## config.mk

```make
export PLATFORM = sky130hd
export DESIGN_NAME = demux_1to4_buf
export DESIGN_NICKNAME = d
export VERILOG_FILES = /design/src/rtl/demux_pkg.sv /design/src/rtl/demux_slot.sv /design/src/rtl/demux_1to4_buf.sv
export SDC_FILE = /design/constraint.sdc
export NUM_CORES = 1
export LEC_CHECK = 0
export CORE_ASPECT_RATIO = 0.5
export CORE_MARGIN = 2
export CORE_UTILIZATION = 40
export DETAILED_ROUTE_END_ITERATION = 8
export PLACE_DENSITY_LB_ADDON = 0.3
export SETUP_SLACK_MARGIN = 0.3
export SYNTH_ARGS = -nofsm -noshare
export SYNTH_HDL_FRONTEND = slang
export SYNTH_SLANG_ARGS = --single-unit
export TNS_END_PERCENT = 30
```

## constraint.sdc

```tcl
create_clock -name clk -period 2 [get_ports clk]
set_clock_uncertainty 0.1 [all_clocks]
set_input_delay 0.4 -clock clk [delete_from_list [all_inputs] [get_ports clk]]
set_output_delay 0.4 -clock clk [all_outputs]
set_load 0.02 [all_outputs]
```

## src/rtl/demux_pkg.sv

```systemverilog
// Shared constants and lane-state encoding for the 1-to-4 buffered demux.
// Latency: n/a (definitions only).
// Backpressure: n/a (definitions only).
package demux_pkg;

    localparam int SEL_W         = 2;
    localparam int NUM_LANES     = 4;
    localparam int DEFAULT_WIDTH = 32;

    typedef enum logic {
        LANE_EMPTY = 1'b0,
        LANE_FULL  = 1'b1
    } lane_state_t;

endpackage

```

## src/rtl/demux_slot.sv

```systemverilog
// One demux lane: single-entry word buffer, EMPTY/FULL state and delivered-word counter.
// Latency: a word written at edge N is visible with full=1 after edge N.
// Backpressure: holds its word while rd_rdy=0; a write alongside a read overwrites the slot.
//
// Ports:
//   clk, rst_n      clock, synchronous active-low reset
//   wr_en, wr_data  accept into this lane (already qualified by in_valid/in_ready/sel)
//   rd_rdy          lane consumer takes the word
//   full            lane holds a word (drives out_valid[k])
//   data            registered buffered word
//   cnt             delivered-word count, wraps modulo 2^CNT_W
module demux_slot
    import demux_pkg::*;
#(
    parameter int WIDTH = DEFAULT_WIDTH,
    parameter int CNT_W = 8
) (
    input  logic             clk,
    input  logic             rst_n,
    input  logic             wr_en,
    input  logic [WIDTH-1:0] wr_data,
    input  logic             rd_rdy,
    output logic             full,
    output logic [WIDTH-1:0] data,
    output logic [CNT_W-1:0] cnt
);

    lane_state_t state_q;
    lane_state_t state_d;
    logic        deliver;

    assign full    = (state_q == LANE_FULL);
    assign deliver = full && rd_rdy;

    always_ff @(posedge clk) begin
        if (!rst_n) begin
            state_q <= LANE_EMPTY;
        end else begin
            state_q <= state_d;
        end
    end

    // A write always leaves the lane FULL, even when the old word leaves
    // on the same edge; only a read without a write empties it.
    always_comb begin
        state_d = state_q;
        case (state_q)
            LANE_EMPTY: if (wr_en)   state_d = LANE_FULL;
            LANE_FULL:  if (deliver && !wr_en) state_d = LANE_EMPTY;
            default:    state_d = LANE_EMPTY;
        endcase
    end

    // Data only moves on a write, so it is stable for the whole FULL period.
    always_ff @(posedge clk) begin
        if (!rst_n) begin
            data <= '0;
            cnt  <= '0;
        end else begin
            if (wr_en) begin
                data <= wr_data;
            end
            if (deliver) begin
                cnt <= cnt + 1'b1;
            end
        end
    end

endmodule

```

## src/rtl/demux_1to4_buf.sv

```systemverilog
// Routes one input word stream to one of four single-entry buffered output lanes by in_sel.
// Latency: one cycle from accept to out_valid on the selected lane.
// Backpressure: in_ready is low only when the selected lane is FULL and its consumer is not ready.
//
// Ports:
//   clk, rst_n                    clock, synchronous active-low reset
//   in_valid/in_ready/in_sel/in_data   input handshake, lane select and word
//   out_valid[3:0]/out_ready[3:0]      per-lane output handshake
//   out_data0..3                  buffered words of lanes 0..3
//   out_cnt0..3                   delivered-word counters of lanes 0..3
module demux_1to4_buf
    import demux_pkg::*;
#(
    parameter int WIDTH = DEFAULT_WIDTH,
    parameter int CNT_W = 8
) (
    input  logic                 clk,
    input  logic                 rst_n,
    input  logic                 in_valid,
    output logic                 in_ready,
    input  logic [SEL_W-1:0]     in_sel,
    input  logic [WIDTH-1:0]     in_data,
    output logic [NUM_LANES-1:0] out_valid,
    input  logic [NUM_LANES-1:0] out_ready,
    output logic [WIDTH-1:0]     out_data0,
    output logic [WIDTH-1:0]     out_data1,
    output logic [WIDTH-1:0]     out_data2,
    output logic [WIDTH-1:0]     out_data3,
    output logic [CNT_W-1:0]     out_cnt0,
    output logic [CNT_W-1:0]     out_cnt1,
    output logic [CNT_W-1:0]     out_cnt2,
    output logic [CNT_W-1:0]     out_cnt3
);

    logic [NUM_LANES-1:0] lane_full;
    logic [NUM_LANES-1:0] lane_wr;
    logic                 accept;
    logic [WIDTH-1:0]     lane_data [NUM_LANES];
    logic [CNT_W-1:0]     lane_cnt  [NUM_LANES];

    // Selected lane can take a word if empty, or if it drains on this same edge.
    assign in_ready = !lane_full[in_sel] || out_ready[in_sel];
    assign accept   = in_valid && in_ready;

    for (genvar k = 0; k < NUM_LANES; k++) begin : g_lane
        assign lane_wr[k] = accept && (in_sel == SEL_W'(k));

        demux_slot #(
            .WIDTH (WIDTH),
            .CNT_W (CNT_W)
        ) u_slot (
            .clk     (clk),
            .rst_n   (rst_n),
            .wr_en   (lane_wr[k]),
            .wr_data (in_data),
            .rd_rdy  (out_ready[k]),
            .full    (lane_full[k]),
            .data    (lane_data[k]),
            .cnt     (lane_cnt[k])
        );
    end

    assign out_valid = lane_full;
    assign out_data0 = lane_data[0];
    assign out_data1 = lane_data[1];
    assign out_data2 = lane_data[2];
    assign out_data3 = lane_data[3];
    assign out_cnt0  = lane_cnt[0];
    assign out_cnt1  = lane_cnt[1];
    assign out_cnt2  = lane_cnt[2];
    assign out_cnt3  = lane_cnt[3];

endmodule

```

Word-level counts from Yosys, hierarchy flattened. Index checks and enable logic that the tools add are counted.

Bits of input ports: 41. Output and inout bits: 165. Logic and storage cells: 60. Register bits after elaboration: 164.

Bitwise operators: 4. Add/sub/neg operators: 4. Order comparisons: 1. Equality and inequality tests: 3. Multiplexer cells: 16. Reduce and logical (&&, ||, !) cells: 20.

Operators by type and width (count): $add A8 B1 Y8 const B (4); $logic_and A1 B1 Y1 (13); $mux W1 (10); $pmux W1 S2 (4); $logic_not A1 Y1 (5); $bmux W1 S2 (2); $eq A2 B2 Y1 const B (2); $not A1 Y1 (4); $lt A2 B3 Y1 const B (1); $eq A2 B1 Y1 const B (1); $logic_not A2 Y1 (1); $logic_or A1 B1 Y1 (1).

Longest topological paths before layout. Gate-level depths: netlist of the first run.

Word-level depth: 10. Gate-level depth with buffers: 6. Mapped depth without buffers: 4.

Modules after synthesis. From an unflattened synthesis of the first run, not the netlist that was laid out.

Cell total of the unflattened synthesis: 601. Area, all modules: 6077.1 µm².

By module, submodules not included: demux_slot (instances 4, seq. area each 820.8 µm², area each 1493.9 µm², cells each 148); demux_1to4_buf (instances 1, seq. area each 0.0 µm², area each 101.3 µm², cells each 9).

Worst setup path before layout of the first run. OpenSTA, ideal clock, no wires.

Kind: input to output. Start: input out_ready[3]. End: output in_ready. Data arrival time: 1204 ps. Stages on the path: 3. Data required time: 1500 ps. Path slack: 296 ps. Cell sequence: nand2b_1 > clkbuf_1 > mux4_2.

Longest elaborated chain between the ends: 3.

Ends and longest elaborated chain: from (decl) (line demux_1to4_buf.sv:24) `input logic [NUM_LANES-1:0] out_ready,`; $bmux W1 S2 (line demux_1to4_buf.sv:42) `assign in_ready = !lane_full[in_sel] || out_ready[in_sel];`; $mux W1 (implied by the code) (line demux_1to4_buf.sv:42); $logic_or A1 B1 Y1 (line demux_1to4_buf.sv:42); to (decl) (line demux_1to4_buf.sv:20) `output logic in_ready,`.

Every way passes these cells. The select of a mux whose other input is x is not followed.

Worst setup path in the final report of the first run.
Start: register g_lane[0].u_slot.state_q. End: output in_ready.

Longest elaborated chain between the ends: 4.

Ends and longest elaborated chain: from (decl) (line demux_slot.sv:28) `lane_state_t state_q;`; from (signal assigned) (line demux_slot.sv:39) `state_q <= state_d;`; $bmux W1 S2 (line demux_1to4_buf.sv:42); $mux W1 (implied by the code) (line demux_1to4_buf.sv:42); $logic_not A1 Y1 (line demux_1to4_buf.sv:42); $logic_or A1 B1 Y1 (line demux_1to4_buf.sv:42).

Every way passes these cells. The select of a mux whose other input is x is not followed.

==> results of run 1 <==
[power by group]
group / internal [mW] / switching, mW / total [mW]
registers: 3.36 / 0.0466 / 3.40
logic: 0.329 / 0.462 / 0.791
clock network: 1.86 / 1.38 / 3.24
total: 5.54 / 1.89 / 7.43
[worst max-delay path, cell delays in order (launching register included)]
cell and delay, ps:
dfxtp_1 370, nand2b_4 70, mux4_2 460, buf_6 150
[flip-flops by register name, summed over array words and instances (netlist names)]
register,count
g_lane.u_slot.data,128
g_lane.u_slot.cnt,32
g_lane.u_slot.full,4
[routing by layer]
metal	vias to the layer above	track usage	part of all wire
li1	3173	-	-
met1	3283	0.320	0.43
met2	262	0.409	0.49
met3	24	0.0403	0.068
met4	0	0.0813	0.015
met5	-	0	0
[worst paths after layout]
kind / startpoint / to / slack, ps / cells after the start
worst min-delay path: g_lane[0].u_slot.data[0] / g_lane[0].u_slot.data[0] / 370 / 2
worst max register to register: g_lane[1].u_slot.full / g_lane[1].u_slot.data[13] / 410 / 4
worst max-delay path: g_lane[0].u_slot.full / in_ready / 40 / 3
worst min register to register: g_lane[0].u_slot.data[0] / g_lane[0].u_slot.data[0] / 370 / 2
[layout by cell type (no fill, tap or decap), types with 2 or more instances in the layout]
| master | instances |
|---|---|
| nand2b_4 | 4 |
| xnor2_1 | 4 |
| inv_6 | 6 |
| dfxtp_2 | 5 |
| dlymetal6s2s_1 | 112 |
| xor2_1 | 4 |
| clkdlybuf4s50_1 | 34 |
| buf_12 | 12 |
| and2b_1 | 3 |
| o21ai_0 | 118 |
| clkdlybuf4s15_2 | 3 |
| nand2_1 | 12 |
| dlygate4sd2_1 | 35 |
| o21ai_2 | 5 |
| nand4_2 | 4 |
| inv_1 | 8 |
| clkdlybuf4s15_1 | 7 |
| a21oi_1 | 156 |
| nand3b_1 | 2 |
| dfxtp_1 | 159 |
| buf_4 | 27 |
| or3_1 | 11 |
| clkinvlp_4 | 4 |
| buf_6 | 2 |
| or4_1 | 8 |
| bufinv_16 | 2 |
| nor2_1 | 8 |
| o21ai_1 | 17 |
| nand3_1 | 141 |
| ha_1 | 4 |
| clkbuf_2 | 9 |
| o31ai_1 | 8 |
| and3b_1 | 2 |
| clkbuf_16 | 17 |
| buf_2 | 4 |
| nand4_1 | 8 |
[cells by family (layout without fill, tap and decap cells)]
group	after synthesis	count (layout)
compound gates	304	304
simple gates	208	208
flops	164	164
buf+inv	87	285
xor+xnor	8	8
fa+ha+maj	4	4
mux	1	1
[metrics by stage]
stage                     hold WS (ps)  worst slack [ps]  cell area, um^2  TNS [ps]
after floorplan                    439               305             6490         0
after global placement             360              -647             8900     -5740
after detailed placement           366              -641             8900     -8130
after CTS                          374              27.4             9450         0
after global routing               389              9.26             9720         0
final                              365              41.9             9720         0
[layout make-up]
cell class,count,share of cell area
sequential,164,0.339
clock buffer,18,0.0442
clock inverter,13,0.0152
tap,204,0.0263
multi-input combinational,525,0.296
timing repair buffer,245,0.276
inverter,9,0.00373
[what timing repair did]
item	CTS	global route
hold endpoints to repair	0	0
pin swaps	0	3
gates resized for setup	93	147
endpoints found under the setup margin	182	164
gates cloned	0	0
==> impl_results.md, run 1 <==
* Worst Path Required at 1500 ps
* Number of global-route vias before repair at 6,097
* Mapped Nets at 821
* Final hold vios at 0
* Cells after Synth at 776
* Chip height at 94.1 um
* Fillers at 1,313
* Simple-Gate Fraction of Synth Area at 0.175
* Die area at 17,300 um^2
* Placed cells at 1,147
* Port bufs at 205
* Final WL at 22,000 um
* DP HPWL at 14,600 um
* Area of the multi-input gates at 2880 um^2
* WP data arrival at 1460 ps
* Post-CTS setup buffers at 0
* Synth Area in XOR/XNOR at 0.0108
* Async S/R FF share, synth at 0
* # setup viols final at 0
* TritonCTS Sinks at 164
* Initial antenna violation count at 0
* Slew margin rel. at 0.618
* RSZ-0062 raised after global routing: yes
* Commonest cells in the netlist: dfxtp_1, a21oi_1, nand3_1, o21ai_0, clkbuf_1
* Root Buffer: clkbuf_16
* Tcrit/Tclk final at 0.979
* Synth area leaders: dfxtp_1, a21oi_1, nand3_1
* Worst-Skew Late Latency at 410 ps
* ANT cells at 0
* Antenna Nets Post-Route at 0
* Nets at 1,007
* Main combinational cell family by area after synthesis: compound AO/OA/AOI/OAI gates
* Sequential fraction of the synthesis area at 0.506
* Wire per inst at 18.6 um
* Worst VDD drop at 654 uV
* P&R area growth vs syn at 49.8%
* Longest Clk Path Bufs at 2
* Syn avg cell area at 8.36 um^2
* Total global routing track utilization at 0.243
* Synth area leader: dfxtp_1
* TritonCTS buffer count at 17
* Post-synthesis mux area share at 0.00347
* First-pass GRT wire length at 32,800 um
* Final slew viol count at 0
* FF/Latch Area at 3290 um^2
* Layout Cells excl Fill at 1,178
* TritonRoute pass-1 iters at 6
* Top-area cell type share of the netlist area at 0.506
* Cell with the most instances after synthesis: dfxtp_1
* Post-Syn Area at 6490 um^2
* Startpoint Class: flop
* Top FF cell, synth: dfxtp_1
* P_leak at 5.31 nW
* Pwr Density at 765 nW/um^2
* Worst-Margin Slew at 572 ps
* H-tree depth at 4
* Final Power at 7.43 mW
* Core Region at 15,600 um^2
* Die Wd at 184 um
* Layout cells sized above 1 at 0.114
* GP Congestion at 0.801
* Yosys warns at 0
* Hold_buf cts at 0
* TritonCTS clock tree: yes
* Final Util at 0.622
* Vias per cell at 5.72
* Max Clk Rate at 511 MHz
* CP max FO at 2
* Initial core utilization at 0.415
* Run status: completed
* Grt ovf at 0
* Largest net degree at the start of global routing at 44
* CP Class: flop to output port
* Tmin final at 1960 ps
* Post-synth EDFFs at 0
* Adder-cell share of the synthesized area at 0.00771
* Synth cell types at 31
* Synth Area in Compound Gates at 0.238
* Max_cap viols at 0
* IO Pins at 206
* Seq cells post-synth at 164
* Drt drc at 0
* Crit end category: output port
* Site Rows at 32
* Clk pin slew, worst setup/hold paths at 60 ps
* Initial DRC Count at 553
* Min-Delay Path Class: flop to flop
* Vias at 6,742
No activity file was read; power rests on OpenSTA's default activity.
==> inputs of run 2 (changes only) <==
CORE_UTILIZATION = 35   (was 40)
==> impl_results.md, run 2 (same netlist as run 1, synthesis figures left out) <==
* DP HPWL at 14,800 um (was 14,600 um)
* Min-Delay Path Class: flop to flop (unchanged)
* Total negative setup slack at 0 ps (unchanged)
* CP cell instances: nand2b_4 -> mux4_2 -> buf_6 (unchanged)
* Slew margin rel. at 0.582 (was 0.618)
* Antenna Nets Post-Route at 0 (unchanged)
* H-tree depth at 4 (unchanged)
* Vias per cell at 5.51 (was 5.72)
* Final Util at 0.527 (was 0.622)
* Root Buffer: clkbuf_16 (unchanged)
* Largest net degree at the start of global routing at 83 (was 44)
* Nets at 999 (was 1,007)
* WP data arrival at 1460 ps (about the same)
* Clk pin slew, worst setup/hold paths at 70 ps (was 60 ps)
* TritonRoute pass-1 iters at 5 (was 6)
* Longest Clk Path Bufs at 2 (unchanged)
* Commonest non-fill, non-tap cell in the layout: dfxtp_1 (unchanged)
* Final WL at 22,800 um (was 22,000 um)
* Max reg flops at 128 (unchanged)
* Worst-Skew Late Latency at 420 ps (was 410 ps)
* CP Class: flop to output port (unchanged)
* Worst VDD drop at 601 uV (was 654 uV)
* Chip height at 100 um (was 94.1 um)
* Worst-Margin Slew at 628 ps (was 572 ps)
* Port bufs at 205 (unchanged)
* Final slew viol count at 0 (unchanged)
* Wire per inst at 18.9 um (was 18.6 um)
* Max_cap viols at 0 (unchanged)
* Critical-path top delay cell: mux4_2 (unchanged)
* Grt ovf at 0 (unchanged)
* Vias at 6,650 (was 6,742)
* Initial core utilization at 0.355 (was 0.415)
* GP Congestion at 0.792 (was 0.801)
* Tmin final at 1960 ps (about the same)
* Biggest register: g_lane.u_slot.data (unchanged)
* CP max FO at 2 (unchanged)
* Fillers at 1,701 (was 1,313)
* Crit end category: output port (unchanged)
* First-pass GRT wire length at 34,700 um (was 32,800 um)
* Site Rows at 35 (was 32)
* Tcrit/Tclk final at 0.981 (was 0.979)
* Final hold vios at 0 (unchanged)
* TritonCTS buffer count at 17 (unchanged)
* Slowest stage delay, CP at 460 ps (about the same)
* P&R area growth vs syn at 48.4% (was 49.8%)
* WHS at 369 ps (was 365 ps)
* Die Wd at 197 um (was 184 um)
* Most used cells in the layout excluding fill and tap cells: dfxtp_1, a21oi_1, nand3_1 (unchanged)
* TritonCTS clock tree: yes (unchanged)
* Initial antenna violation count at 0 (unchanged)
* CP top delay family: multiplexers (unchanged)
* Number of buffers and inverters on the critical path at 1 (unchanged)
* Layout cells sized above 1 at 0.104 (was 0.114)
* Initial DRC Count at 486 (was 553)
* # setup viols final at 0 (unchanged)
* IO Pins at 206 (unchanged)
* Final Instance Area at 9630 um^2 (was 9720 um^2)
* Pwr Density at 774 nW/um^2 (was 765 nW/um^2)
* Number of global-route vias before repair at 6,201 (was 6,097)
* Core Region at 18,300 um^2 (was 15,600 um^2)
* Drt drc at 0 (unchanged)
* ANT cells at 0 (unchanged)
* P_leak at 5.24 nW (was 5.31 nW)
* Run status: completed (unchanged)
* Worst Path Required at 1500 ps (about the same)
* Area post-placement at 8830 um^2 (was 8900 um^2)
* Total global routing track utilization at 0.226 (was 0.243)
* Startpoint Class: flop (unchanged)
* TritonCTS Sinks at 164 (unchanged)
* Die area at 19,700 um^2 (was 17,300 um^2)
* Max Clk Rate at 510 MHz (was 511 MHz)
* RSZ-0062 raised after global routing: yes (unchanged)
==> run 2: layout make-up <==
type	count	area [um^2]	share of cell area
flip-flops and latches	164	3290	0.342
multi-input cells	525	2860	0.297
repair buffers	237	2560	0.266
clock buffers	18	429	0.0446
well taps	240	300	0.0312
clock inverters	13	151	0.0157
inverters	9	36.3	0.00377
==> run 2: routing by layer <==
layer	track usage	wire, um
met4	0.0659	307
met3	0.0447	1610
met5	0	0
met2	0.363	10800
met1	0.310	10200
==> run 2: repair_timing <==
action | 4_1_cts | 5_1_grt
resized for setup | 92 | 137
hold buffers | 0 | 0
endpoints found under the setup margin | 186 | 138
pin swaps | 0 | 1
setup buffers | 1 | 1
==> run 2: worst register-to-register path, delay by kind of cell, from the launching register on <==
kind / cells / cell delay, ps
compound gates: 1 / 140
buf+inv: 2 / 230
flops: 1 / 370
simple gates: 2 / 670
==> run 2: per-stage QoR <==
stage | total power [mW] | worst slack (ps) | std cells
after floorplan | 3.84 | 305 | 776
after global placement | 4.26 | -202 | 1173
after detailed placement | 4.28 | -230 | 1173
after CTS | 7.54 | 12.7 | 1205
after global routing | 7.73 | -0.0302 | 1206
final | 7.45 | 38.8 | 1206
==> run 2: path summary, 6_finish.rpt <==
kind | from | slack [ps] | endpoint | cells after the start
worst max-delay path | g_lane[2].u_slot.full | 40 | in_ready | 3
worst min-delay path | g_lane[1].u_slot.data[28] | 370 | g_lane[1].u_slot.data[28] | 2
worst max register to register | g_lane[1].u_slot.full | 420 | g_lane[1].u_slot.cnt[5] | 5
worst min register to register | g_lane[1].u_slot.data[28] | 370 | g_lane[1].u_slot.data[28] | 2
==> run 2: power by group <==
part / switching [mW] / total (mW) / internal [mW] / leakage [nW]
Clock: 1.42 / 3.27 / 1.86 / 0.270
Sequential: 0.0472 / 3.40 / 3.36 / 1.33
Combinational: 0.462 / 0.776 / 0.314 / 3.64
Total: 1.93 / 7.45 / 5.52 / 5.24
==> inputs of run 3 (changes only) <==
SYNTH_HIERARCHICAL = 1   (was default)
clock period = 1.94 ns   (was 2 ns; I/O delays follow)
==> impl_results.md, run 3 <==
* Layout cells sized above 1 at 0.169 (was 0.104)
* CP top delay family: multiplexers (unchanged)
* Placed cells at 1,035 (was 1,173)
* CP Class: flop to output port (unchanged)
* Worst Path Required at 1450 ps (was 1500 ps)
* Sequential fraction of the synthesis area at 0.540 (was 0.506)
* Antenna Nets Post-Route at 0 (unchanged)
* Synth area leader: dfxtp_1 (unchanged)
* Commonest cells in the netlist: dfxtp_1, nor2_1, mux2i_1, a21oi_1 (was dfxtp_1, a21oi_1, nand3_1, o21ai_0, clkbuf_1)
* Worst VDD drop at 640 uV (was 601 uV)
* Root Buffer: clkbuf_16 (unchanged)
* Clk pin slew, worst setup/hold paths at 60 ps (was 70 ps)
* WHS at 384 ps (was 369 ps)
* Initial antenna violation count at 0 (unchanged)
* Run status: finished, violations left (was completed)
* Top FF cell, synth: dfxtp_1 (unchanged)
* Site Rows at 33 (was 35)
* TritonCTS Sinks at 164 (unchanged)
* Max_cap viols at 0 (unchanged)
* Final WL at 17,300 um (was 22,800 um)
* Drt drc at 0 (unchanged)
* Initial DRC Count at 130 (was 486)
* Async S/R FF share, synth at 0 (unchanged)
* Commonest non-fill, non-tap cell in the layout: dfxtp_1 (unchanged)
* RSZ-0062 raised after global routing: yes (unchanged)
* Yosys warns at 6 (was 0)
* Chip height at 97.2 um (was 100 um)
* Longest Clk Path Bufs at 2 (unchanged)
* Cells after Synth at 601 (was 776)
* Synth area leaders: dfxtp_1, mux2i_1, nor2_1 (was dfxtp_1, a21oi_1, nand3_1)
* Mapped Nets at 646 (was 821)
* Nets at 876 (was 999)
* H-tree depth at 4 (unchanged)
* CP cell instances: nand2b_4 -> mux4_2 -> buf_6 (unchanged)
* Final worst slack at -1.57 ps (was 38.8 ps)
* Tmin final at 1940 ps
* WP data arrival at 1450 ps (was 1460 ps)
* # setup viols final at 1 (was 0)
* Crit end category: output port (unchanged)
* Hold_buf cts at 0 (unchanged)
* TritonCTS clock tree: yes (unchanged)
* GP Congestion at 0.791 (was 0.792)
* Min-Delay Path Class: flop to flop (unchanged)
* Total global routing track utilization at 0.186 (was 0.226)
* Max Clk Rate at 515 MHz
* Grt ovf at 0 (unchanged)
* DP HPWL at 12,200 um (was 14,800 um)
* Fillers at 1,531 (was 1,701)
* Die area at 18,500 um^2 (was 19,700 um^2)
* Setup WS pre-CTS at -608 ps (was -230 ps)
* Number of buffers and inverters on the critical path at 1 (unchanged)
* R2r setup slk at 300 ps (was 420 ps)
* Number of global-route vias before repair at 4,909 (was 6,201)
* CP max FO at 2 (unchanged)
* Wire per inst at 16.1 um (was 18.9 um)
* P_leak at 3.93 nW (was 5.24 nW)
* Biggest register: g_lane.u_slot/data (was g_lane.u_slot.data)
* Slowest stage delay, CP at 480 ps (was 460 ps)
* Tcrit/Tclk final at 1.00
* Post-synth EDFFs at 0 (unchanged)
* Layout Cells excl Fill at 1,071 (was 1,206)
* Worst-Skew Late Latency at 420 ps (about the same)
* Post-Syn Area at 6080 um^2 (was 6490 um^2)
* Seq cells post-synth at 164 (unchanged)
* Worst-Margin Slew at 276 ps (was 628 ps)
* Failing checks: setup timing
* Synth cell types at 25 (was 31)
* Cell with the most instances after synthesis: dfxtp_1 (unchanged)
* Vias at 5,001 (was 6,650)
* Core Region at 16,700 um^2 (was 18,300 um^2)
* Slew margin rel. at 0.814 (was 0.582)
* Port bufs at 205 (unchanged)
* Largest net degree at the start of global routing at 34 (was 83)
* Initial core utilization at 0.364 (was 0.355)
* Vias per cell at 4.67 (was 5.51)
* P&R area growth vs syn at 51.3% (was 48.4%)
* Critical-path top delay cell: mux4_2 (unchanged)
* TritonRoute pass-1 iters at 4 (was 5)
* ANT cells at 0 (unchanged)
* Pwr Density at 817 nW/um^2 (was 774 nW/um^2)
* TritonCTS buffer count at 17 (unchanged)
* Die Wd at 190 um (was 197 um)
* Final hold vios at 0 (unchanged)
* Most used cells in the layout excluding fill and tap cells: dfxtp_1, nor2_1, mux2i_1 (was dfxtp_1, a21oi_1, nand3_1)
* IO Pins at 206 (unchanged)
* Final slew viol count at 0 (unchanged)
* First-pass GRT wire length at 27,000 um (was 34,700 um)
* Top-area cell type share of the netlist area at 0.540 (was 0.506)
* Syn avg cell area at 10.1 um^2 (was 8.36 um^2)
* Startpoint Class: flop (unchanged)
* Max reg flops at 128 (unchanged)
[run 3: cell types whose count changed in the layout (fill, tap and decap cells not counted), sizes merged, moves of 12 or more]
cell / previous run / this run
nand3: 141 / 12
dlygate4sd2: 35 / 108
o21ai: 140 / 16
dlymetal6s2s: 110 / 0
inv: 13 / 25
nor2: 8 / 140
mux2i: 0 / 128
a21oi: 156 / 28
clkdlybuf4s15: 8 / 49
[run 3: per-layer routing]
metal	global-route usage	part of all wire	vias up
li1	-	-	2506
met1	0.225	0.44	2372
met2	0.324	0.50	109
met3	0.0448	0.051	14
met4	0.0614	0.013	0
met5	0	0	-
[run 3: power breakdown]
group	total, mW	internal, mW	switching [mW]
clock	3.22	1.70	1.52
combinational	0.779	0.349	0.430
sequential	3.51	3.46	0.0499
[run 3: kinds of logic after synthesis]
group,synth area share
multiplexers,0.215
AO/OA/AOI/OAI,0.0412
flip-flops,0.540
AND/OR/NAND/NOR,0.151
adder cells (fa/ha/maj),0.00824
XOR/XNOR,0.0115
buffers and inverters,0.0329
[run 3: layout make-up]
class,instances,area (um^2),share of cell area
clock buffers,17,425,0.0463
multi-input cells,389,2640,0.287
flip-flops and latches,164,3310,0.360
well taps,227,284,0.0309
clock inverters,15,140,0.0152
repair buffers,243,2340,0.254
inverters,16,60.1,0.00653
[run 3: tightest hold or removal path, delay by kind of cell, from the launching register on]
| kind | cells | cell delay (ps) |
|---|---|---|
| multiplexers | 1 | 60 |
| flip-flops | 1 | 320 |
| AND/OR/NAND/NOR | 1 | 70 |
[run 3: metrics by stage]
stage | instance area, um^2 | total power, mW | utilization | TNS (ps)
6_report | 9190 | 7.51 | 0.551 | -1.57
5_1_grt | 9190 | 7.82 | 0.551 | -33.9
4_1_cts | 9120 | 7.59 | 0.547 | -21.1
3_5_place_dp | 8700 | 4.43 | 0.521 | -22440
3_3_place_gp | 8700 | 4.41 | 0.521 | -20860
2_1_floorplan | 6080 | 3.97 | - | 0
[run 3: worst paths after layout]
check | start | to | cells after the start
worst max-delay path | g_lane[3].u_slot/full | in_ready | 3
worst min-delay path | g_lane[1].u_slot/data[19] | g_lane[1].u_slot/data[19] | 2
worst max register to register | g_lane[3].u_slot/full | g_lane[3].u_slot/cnt[7] | 5
worst min register to register | g_lane[1].u_slot/data[19] | g_lane[1].u_slot/data[19] | 2
[run 3: what timing repair did]
| item | CTS | global route |
|---|---|---|
| setup buffers | 0 | 2 |
| gates cloned | 0 | 2 |
| pin swaps | 1 | 3 |
| resized for setup | 249 | 58 |
| endpoints found under the setup margin | 213 | 62 |
